`src/rtl/vedic_mac_8x8.sv`:
```
`default_nettype none
// ============================================================================
// Module   : vedic_mac_8x8
// Purpose  : Three-stage multiply-accumulate over LEN unsigned 8x8 products,
//            built on a Vedic (Urdhva-Tiryagbhyam) multiplier tree.
// Revision : 1.0  initial release
// ============================================================================

module vedic_2x2 (
  input  logic [1:0] a,
  input  logic [1:0] b,
  output logic [3:0] p
);
  logic cross_hi;
  logic cross_lo;
  logic carry1;

  assign cross_hi = a[1] & b[0];
  assign cross_lo = a[0] & b[1];
  assign carry1   = cross_hi & cross_lo;

  assign p[0] = a[0] & b[0];
  assign p[1] = cross_hi ^ cross_lo;
  assign p[2] = (a[1] & b[1]) ^ carry1;
  assign p[3] = (a[1] & b[1]) & carry1;
endmodule

module vedic_4x4 (
  input  logic [3:0] a,
  input  logic [3:0] b,
  output logic [7:0] p
);
  logic [3:0] q_ll;
  logic [3:0] q_hl;
  logic [3:0] q_lh;
  logic [3:0] q_hh;

  vedic_2x2 u_ll (.a(a[1:0]), .b(b[1:0]), .p(q_ll));
  vedic_2x2 u_hl (.a(a[3:2]), .b(b[1:0]), .p(q_hl));
  vedic_2x2 u_lh (.a(a[1:0]), .b(b[3:2]), .p(q_lh));
  vedic_2x2 u_hh (.a(a[3:2]), .b(b[3:2]), .p(q_hh));

  // Partial products never exceed 225, so the 8-bit sum cannot wrap.
  assign p = {4'b0000, q_ll}
           + {2'b00, q_hl, 2'b00}
           + {2'b00, q_lh, 2'b00}
           + {q_hh, 4'b0000};
endmodule

module vedic_8x8 (
  input  logic [7:0]  a,
  input  logic [7:0]  b,
  output logic [15:0] p
);
  logic [7:0] q_ll;
  logic [7:0] q_hl;
  logic [7:0] q_lh;
  logic [7:0] q_hh;

  vedic_4x4 u_ll (.a(a[3:0]), .b(b[3:0]), .p(q_ll));
  vedic_4x4 u_hl (.a(a[7:4]), .b(b[3:0]), .p(q_hl));
  vedic_4x4 u_lh (.a(a[3:0]), .b(b[7:4]), .p(q_lh));
  vedic_4x4 u_hh (.a(a[7:4]), .b(b[7:4]), .p(q_hh));

  assign p = {8'h00, q_ll}
           + {4'h0, q_hl, 4'h0}
           + {4'h0, q_lh, 4'h0}
           + {q_hh, 8'h00};
endmodule

module vedic_mac_8x8 #(
  parameter int ACC_W = 24,
  parameter int LEN   = 16
) (
  input  logic             clk,
  input  logic             rst_n,
  input  logic             clr,
  input  logic             in_valid,
  output logic             in_ready,
  input  logic [7:0]       a,
  input  logic [7:0]       b,
  output logic             out_valid,
  input  logic             out_ready,
  output logic [ACC_W-1:0] acc_out,
  output logic             overflow
);
  localparam int                CNT_W  = $clog2(LEN + 1);
  localparam logic [CNT_W-1:0] LEN_C  = CNT_W'(LEN);
  localparam logic [CNT_W-1:0] LAST_C = CNT_W'(LEN - 1);

  typedef enum logic [0:0] {
    ACCUM = 1'b0,
    HOLD  = 1'b1
  } state_t;

  state_t           state;
  state_t           state_nxt;

  logic [7:0]       a_r;
  logic [7:0]       b_r;
  logic             v1;
  logic [15:0]      prod_w;
  logic [15:0]      prod_r;
  logic             v2;
  logic [ACC_W-1:0] acc;
  logic             ovf_r;
  logic [CNT_W-1:0] acc_cnt;
  logic [CNT_W-1:0] done_cnt;
  logic [ACC_W:0]   sum_w;
  logic             accept;
  logic             out_take;

  vedic_8x8 u_mult (.a(a_r), .b(b_r), .p(prod_w));

  assign in_ready = rst_n && (acc_cnt < LEN_C);
  // A pair arriving together with clr belongs to the aborted frame.
  assign accept   = in_valid && in_ready && !clr;
  assign out_take = (state == HOLD) && out_ready;
  assign sum_w    = {1'b0, acc} + {1'b0, ACC_W'(prod_r)};

  assign acc_out  = acc;
  assign overflow = ovf_r;

  always_comb begin
    state_nxt = state;
    out_valid = 1'b0;
    if (clr) begin
      state_nxt = ACCUM;
    end else begin
      case (state)
        ACCUM: begin
          if (v2 && (done_cnt == LAST_C)) begin
            state_nxt = HOLD;
          end
        end
        HOLD: begin
          out_valid = 1'b1;
          if (out_ready) begin
            state_nxt = ACCUM;
          end
        end
        default: state_nxt = ACCUM;
      endcase
    end
  end

  always_ff @(posedge clk or negedge rst_n) begin
    if (!rst_n) begin
      state <= ACCUM;
    end else begin
      state <= state_nxt;
    end
  end

  always_ff @(posedge clk or negedge rst_n) begin
    if (!rst_n) begin
      a_r      <= '0;
      b_r      <= '0;
      v1       <= 1'b0;
      prod_r   <= '0;
      v2       <= 1'b0;
      acc      <= '0;
      ovf_r    <= 1'b0;
      acc_cnt  <= '0;
      done_cnt <= '0;
    end else if (clr) begin
      v1       <= 1'b0;
      v2       <= 1'b0;
      acc      <= '0;
      ovf_r    <= 1'b0;
      acc_cnt  <= '0;
      done_cnt <= '0;
    end else begin
      v1     <= accept;
      v2     <= v1;
      prod_r <= prod_w;
      if (accept) begin
        a_r <= a;
        b_r <= b;
      end

      // In HOLD the frame is complete, so no accept or product can collide
      // with the handshake clear.
      if (out_take) begin
        acc      <= '0;
        ovf_r    <= 1'b0;
        acc_cnt  <= '0;
        done_cnt <= '0;
      end else begin
        if (accept) begin
          acc_cnt <= acc_cnt + 1'b1;
        end
        if (v2) begin
          acc      <= sum_w[ACC_W-1:0];
          ovf_r    <= ovf_r | sum_w[ACC_W];
          done_cnt <= done_cnt + 1'b1;
        end
      end
    end
  end
endmodule

`default_nettype wire

```
`config.mk`:
```
export PLATFORM = sky130hd
export DESIGN_NAME = vedic_mac_8x8
export DESIGN_NICKNAME = d
export VERILOG_FILES = /design/src/rtl/vedic_mac_8x8.sv
export SDC_FILE = /design/constraint.sdc
export NUM_CORES = 1
export LEC_CHECK = 0
export CORE_ASPECT_RATIO = 1.4
export CORE_UTILIZATION = 60
export CTS_BUF_LIST = sky130_fd_sc_hd__clkbuf_16
export DETAILED_ROUTE_END_ITERATION = 10
export GPL_ROUTABILITY_DRIVEN = 0
export PLACE_DENSITY_LB_ADDON = 0.1
export SETUP_SLACK_MARGIN = 0.05
export SYNTH_ARGS = -nofsm -noshare
export SYNTH_HDL_FRONTEND = slang
export SYNTH_HIERARCHICAL = 1
export SYNTH_SLANG_ARGS = --single-unit
```
`constraint.sdc`:
```
create_clock -name clk -period 5.65 [get_ports clk]
set_input_delay 1.13 -clock clk [delete_from_list [all_inputs] [get_ports clk]]
set_output_delay 1.13 -clock clk [all_outputs]
set_load 0.05 [all_outputs]
```
# Word level (Yosys, flattened, before mapping)
# Index checks and enable logic that the tools add are counted.
# word_totals
regBits	70
input_bits	21
out_inout_bits	27
word_cells	190
# classes
add_sub_neg	18
magnitude_cmp	1
eq_ne	1
mux	20
bitwise_logic	131
reduce_logical	9
# ops
operator	count
$and 1x1->1	96
$mux 24	3
$add 7x6->8	4
$add 8x8->8	4
$xor 1x1->1	32
$mux 5	6
$add 4x6->7	4
$add 24x16->25	1
$add 16x12->16	1
$add 16x16->16	1
$add 8x12->13	1
$add 5x1->5 const B	2
$mux 1	10
$reduce_bool 3->1	2
$eq 5x4->1 const B	1
$logic_and 1x1->1	5
$lt 5x5->1 const B	1
$not 1->1	2
$pmux 1 s2	1
$reduce_and 2->1	1
$logic_not 1->1	1
$or 1x1->1	1

# Logic depth before layout (Yosys ltp)
# logic_depth
depth_word	9
depth_mapped	22
mapped_depth_nobuf	22

# Hierarchy
# The synthesis kept the hierarchy.
# by_module_without_submodules
module	instances	cells_each	area_per_inst_um2	seq_area_each_um2
vedic_mac_8x8	1	342	3644.7	1751.7
vedic_4x4	4	27	249.0	0.0
vedic_2x2	16	6	50.0	0.0
vedic_8x8	1	66	564.3	0.0

# Worst setup path after synthesis
# Ideal clock, no wire load.
# synth_timing
kind	register -> register
startpoint	register a_r[3]
endpoint	register prod_r[15]
setup_ns	0.125
arrival_ns	4.350
required_time_ns	5.525
path_slack_ns	1.176
path_stages_with_launch	18
n_path_buf	0
period_less_slack_ns	4.474
cell_sequence	dfrtp_1 and2_1 ha_1 ha_1 fa_1 inv_1 fa_1 nand2b_1 a21oi_2 xor2_1 fa_1 ha_1 nor2b_4 o31a_1 o21ai_2 nor2_1 xor2_1 mux2_2
# synth_via
elab_chain_len	9
word_cells_on_any_way	33
cone_classes	add/sub (9); bitwise (24)
# synth_lines
element	line	rtl
from (decl)	99	logic [7:0] a_r;
from (signal assigned)	157	a_r <= '0;
from (signal assigned)	178	a_r <= a;
$and 1x1->1	18	assign cross_hi = a[1] & b[0];
$and 1x1->1	20	assign carry1 = cross_hi & cross_lo;
$xor 1x1->1 (*)	24	assign p[2] = (a[1] & b[1]) ^ carry1;
named net u_mult.u_ll.q_hl[2]	34	logic [3:0] q_hl;
$add 4x6->7 (*)	45	+ {2'b00, q_hl, 2'b00}
$add 7x6->8 (*)	46	+ {2'b00, q_lh, 2'b00}
$add 8x8->8 (*)	47	+ {q_hh, 4'b0000};
named net u_mult.q_ll[7]	55	logic [7:0] q_ll;
$add 8x12->13 (*)	66	+ {4'h0, q_hl, 4'h0}
$add 16x12->16 (*)	67	+ {4'h0, q_lh, 4'h0}
$add 16x16->16 (*)	68	+ {q_hh, 8'h00};
named net prod_w[15]	102	logic [15:0] prod_w;
to (signal assigned)	176	prod_r <= prod_w;
to (decl)	103	logic [15:0] prod_r;
# Mark *: on every way through the listed nets, which the timed path passes. The rest lies on a longest branch.
# A chain may end at the register's enable or synchronous reset.

# Final worst setup path
# Same ends and word-level chain as after synthesis.

==> reports/results.ini <==
[status]
status = complete, no violations

[worst_setup_path]
startpoint_type = flop
worstSetupStartpoint = a_r[3]
worstSetupPathType = reg -> reg
cp-end-kind = flop
worstPathMaxFanout = 9
crit_arrival_ns = 5.00
r2r_start = a_r[3]
required_ns = 5.87

[layout]
areaGrowthSynthToFinish_pct = 15.1
mostFrequentLayoutCells = ha_1 (75), dfrtp_1 (70), and2_1 (66), inv_1 (52), clkdlybuf4s50_1 (46)
diodes = 0
final_nets = 785
drive_above_1_share_pct = 10.7
final_common_cell = ha_1

[clock_network]
cts_buffers = 9
cts_max_level = 3
cts_setup_buffers = 0
cts_resized = 0
clock-sinks = 70
cts_root_buf = clkbuf_16
clock_path_buffers = 2
clock_latency_ns = 0.34
ctsHoldBuffers = 0
tritoncts = yes
path_clk_slew_ns = 0.06

[synth]
yosysTopAreaCell = dfrtp_1
synthCells = 612
synth_area_leaders = dfrtp_1 (29%), ha_1 (16%), fa_1 (10%)
synth_ff_type = dfrtp_1
async_flop_share_pct = 100
yosys.area.top_type_share_pct = 29.2
ys_seq_elements = 70
yosys_warnings = 6
syn_area_mm2 = 0.00601
avgSynthCellArea_um2 = 9.81
synth_fp_nets = 738
synth_edf_count = 0
synth_cell_types = 47
yosysSeqAreaShare_pct = 29.2

[global_routing]
gr-total-overflow = 0
grt_pass1_vias = 4725
grt_use_total_pct = 25.9
grt_max_degree = 71
grt_pass1_wl_um = 20900
grt_antenna_before_repair = 0

[sta]
rsz0062_at_grt = no
tightestPinTransition_ns = 0.881
final.min_clock_period_ns = 4.79
finalSetupViolCount = 0
hold_viol = 0
finalMaxSlewViolations = 0
max_slew_margin_pct = 41.3
hold_slack_ns = 0.477
max_freq_ghz = 0.209
layout_setup_ws_ns = 0.862
skew_ns = 0.00780
final.setup.tns_ns = 0
fin_crit_sh_pct = 84.7

[detailed_routing]
firstDrtPassIters = 4
postRouteAntennaNets = 0
drt_iter0_drc = 124
wl_per_cell_um = 15.2
routed_via_density = 5.64
vias = 4491
drc = 0
totalWireLength_um = 12100

[pwr]
p_leak_nw = 3.33
ir_drop_mv = 0.316
p_per_area_mw_per_mm2 = 477

[die]
die_w_um = 86.6
dieArea_mm2 = 0.0104
start_util_pct = 62.8
ios = 48
rows = 42
chipHeight_um = 120
core_area_mm2 = 0.00956

[placement]
pre_cts_slack_ns = 0.876
hpwlAfterDp_um = 9390
io_buffer_count = 47

[job]
max-cap-violations = 0

[worst_hold_path]
min_from = v1
hp-class = reg -> reg

==> flip-flops by register name, summed over array words and instances, names as in the netlist, 5 cells and up <==
register,flops
acc_out,24
prod_r,16
a_r,8
b_r,8
acc_cnt,5
done_cnt,5
==> per-layer routing <==
layer,global-route usage (%),wire [µm],up-vias
met2,49.7,6700,92
met3,4.64,348,25
met4,10.1,284,0
met5,0,0,-
li1,-,-,2186
met1,27.4,4790,2188
==> metrics by stage <==
step / utilization, % / area (µm²) / total power, mW / cells
5_1_grt: 72.3 / 6910 / 3.62 / 796
3_3_place_gp: 69.1 / 6610 / 2.65 / 780
3_5_place_dp: 69.1 / 6610 / 2.72 / 780
4_1_cts: 72.3 / 6910 / 3.32 / 796
2_1_floorplan: - / 6010 / 2.34 / 612
6_report: 72.3 / 6910 / 3.29 / 796
==> critical path, stage by stage, from the launching register on <==
cell	delay [ns]
dfrtp_1	0.45
and2_1	0.20
ha_1	0.20
ha_1	0.31
fa_1	0.59
inv_1	0.07
fa_1	0.46
nand2b_1	0.18
a21oi_2	0.13
xor2_1	0.23
fa_1	0.43
ha_1	0.35
nor2b_4	0.14
o31a_1	0.29
o21ai_2	0.18
nor2_1	0.07
xor2_1	0.13
mux2_2	0.25
==> kinds of logic (layout without fill, tap and decap cells) <==
family          Yosys count  after routing  share of synthesized area, %
xor+xnor                 36             36                          5.25
buf+inv                  69            121                          4.42
simple gates            189            189                          16.4
fa+ha+maj               105            105                          25.6
compound gates           99             99                          11.1
flops                    70             70                          29.2
mux                      44             44                          8.02
==> worst paths after layout <==
path	to	slack (ns)	depth (start not counted)
max	prod_r[15]	0.86	17
min	v2	0.48	1
max reg2reg	prod_r[15]	0.86	17
min reg2reg	v2	0.48	1
max in group asynchronous	acc_out[10]	4.07	2
min in group asynchronous	acc_cnt[4]	1.00	2
==> power breakdown <==
group | switching (mW) | internal, mW | leakage [nW] | total, mW
Sequential | 0.0868 | 0.599 | 0.910 | 0.685
Combinational | 1.07 | 0.982 | 2.29 | 2.05
Clock | 0.218 | 0.342 | 0.136 | 0.560
==> cell usage after synthesis, types with 3 or more instances <==
cell type / instances
ha_1: 75
dfrtp_1: 70
and2_1: 66
inv_1: 52
nor2_1: 43
mux2_2: 33
nand2_1: 32
fa_1: 30
a21oi_1: 27
xnor2_1: 23
o21ai_0: 18
xor2_1: 13
nand3_1: 12
mux2i_1: 11
a21oi_2: 9
clkbuf_1: 9
a21o_1: 8
nand2b_1: 7
a31oi_1: 6
o21a_1: 6
or3_1: 6
buf_2: 5
nand4_1: 5
nor2b_1: 5
a211oi_1: 4
and3_1: 4
a41o_1: 3
buf_1: 3
nor3_1: 3
==> cell type report <==
cell class              instances  area, µm²
clock inverters                 7       73.8
well taps                     132        165
inverters                      52        195
repair buffers                 53        510
clock buffers                   9        225
fillers                       734       2650
flip-flops and latches         70       1750
multi-input cells             473       3990
No activity file was read; power rests on OpenSTA's default activity.
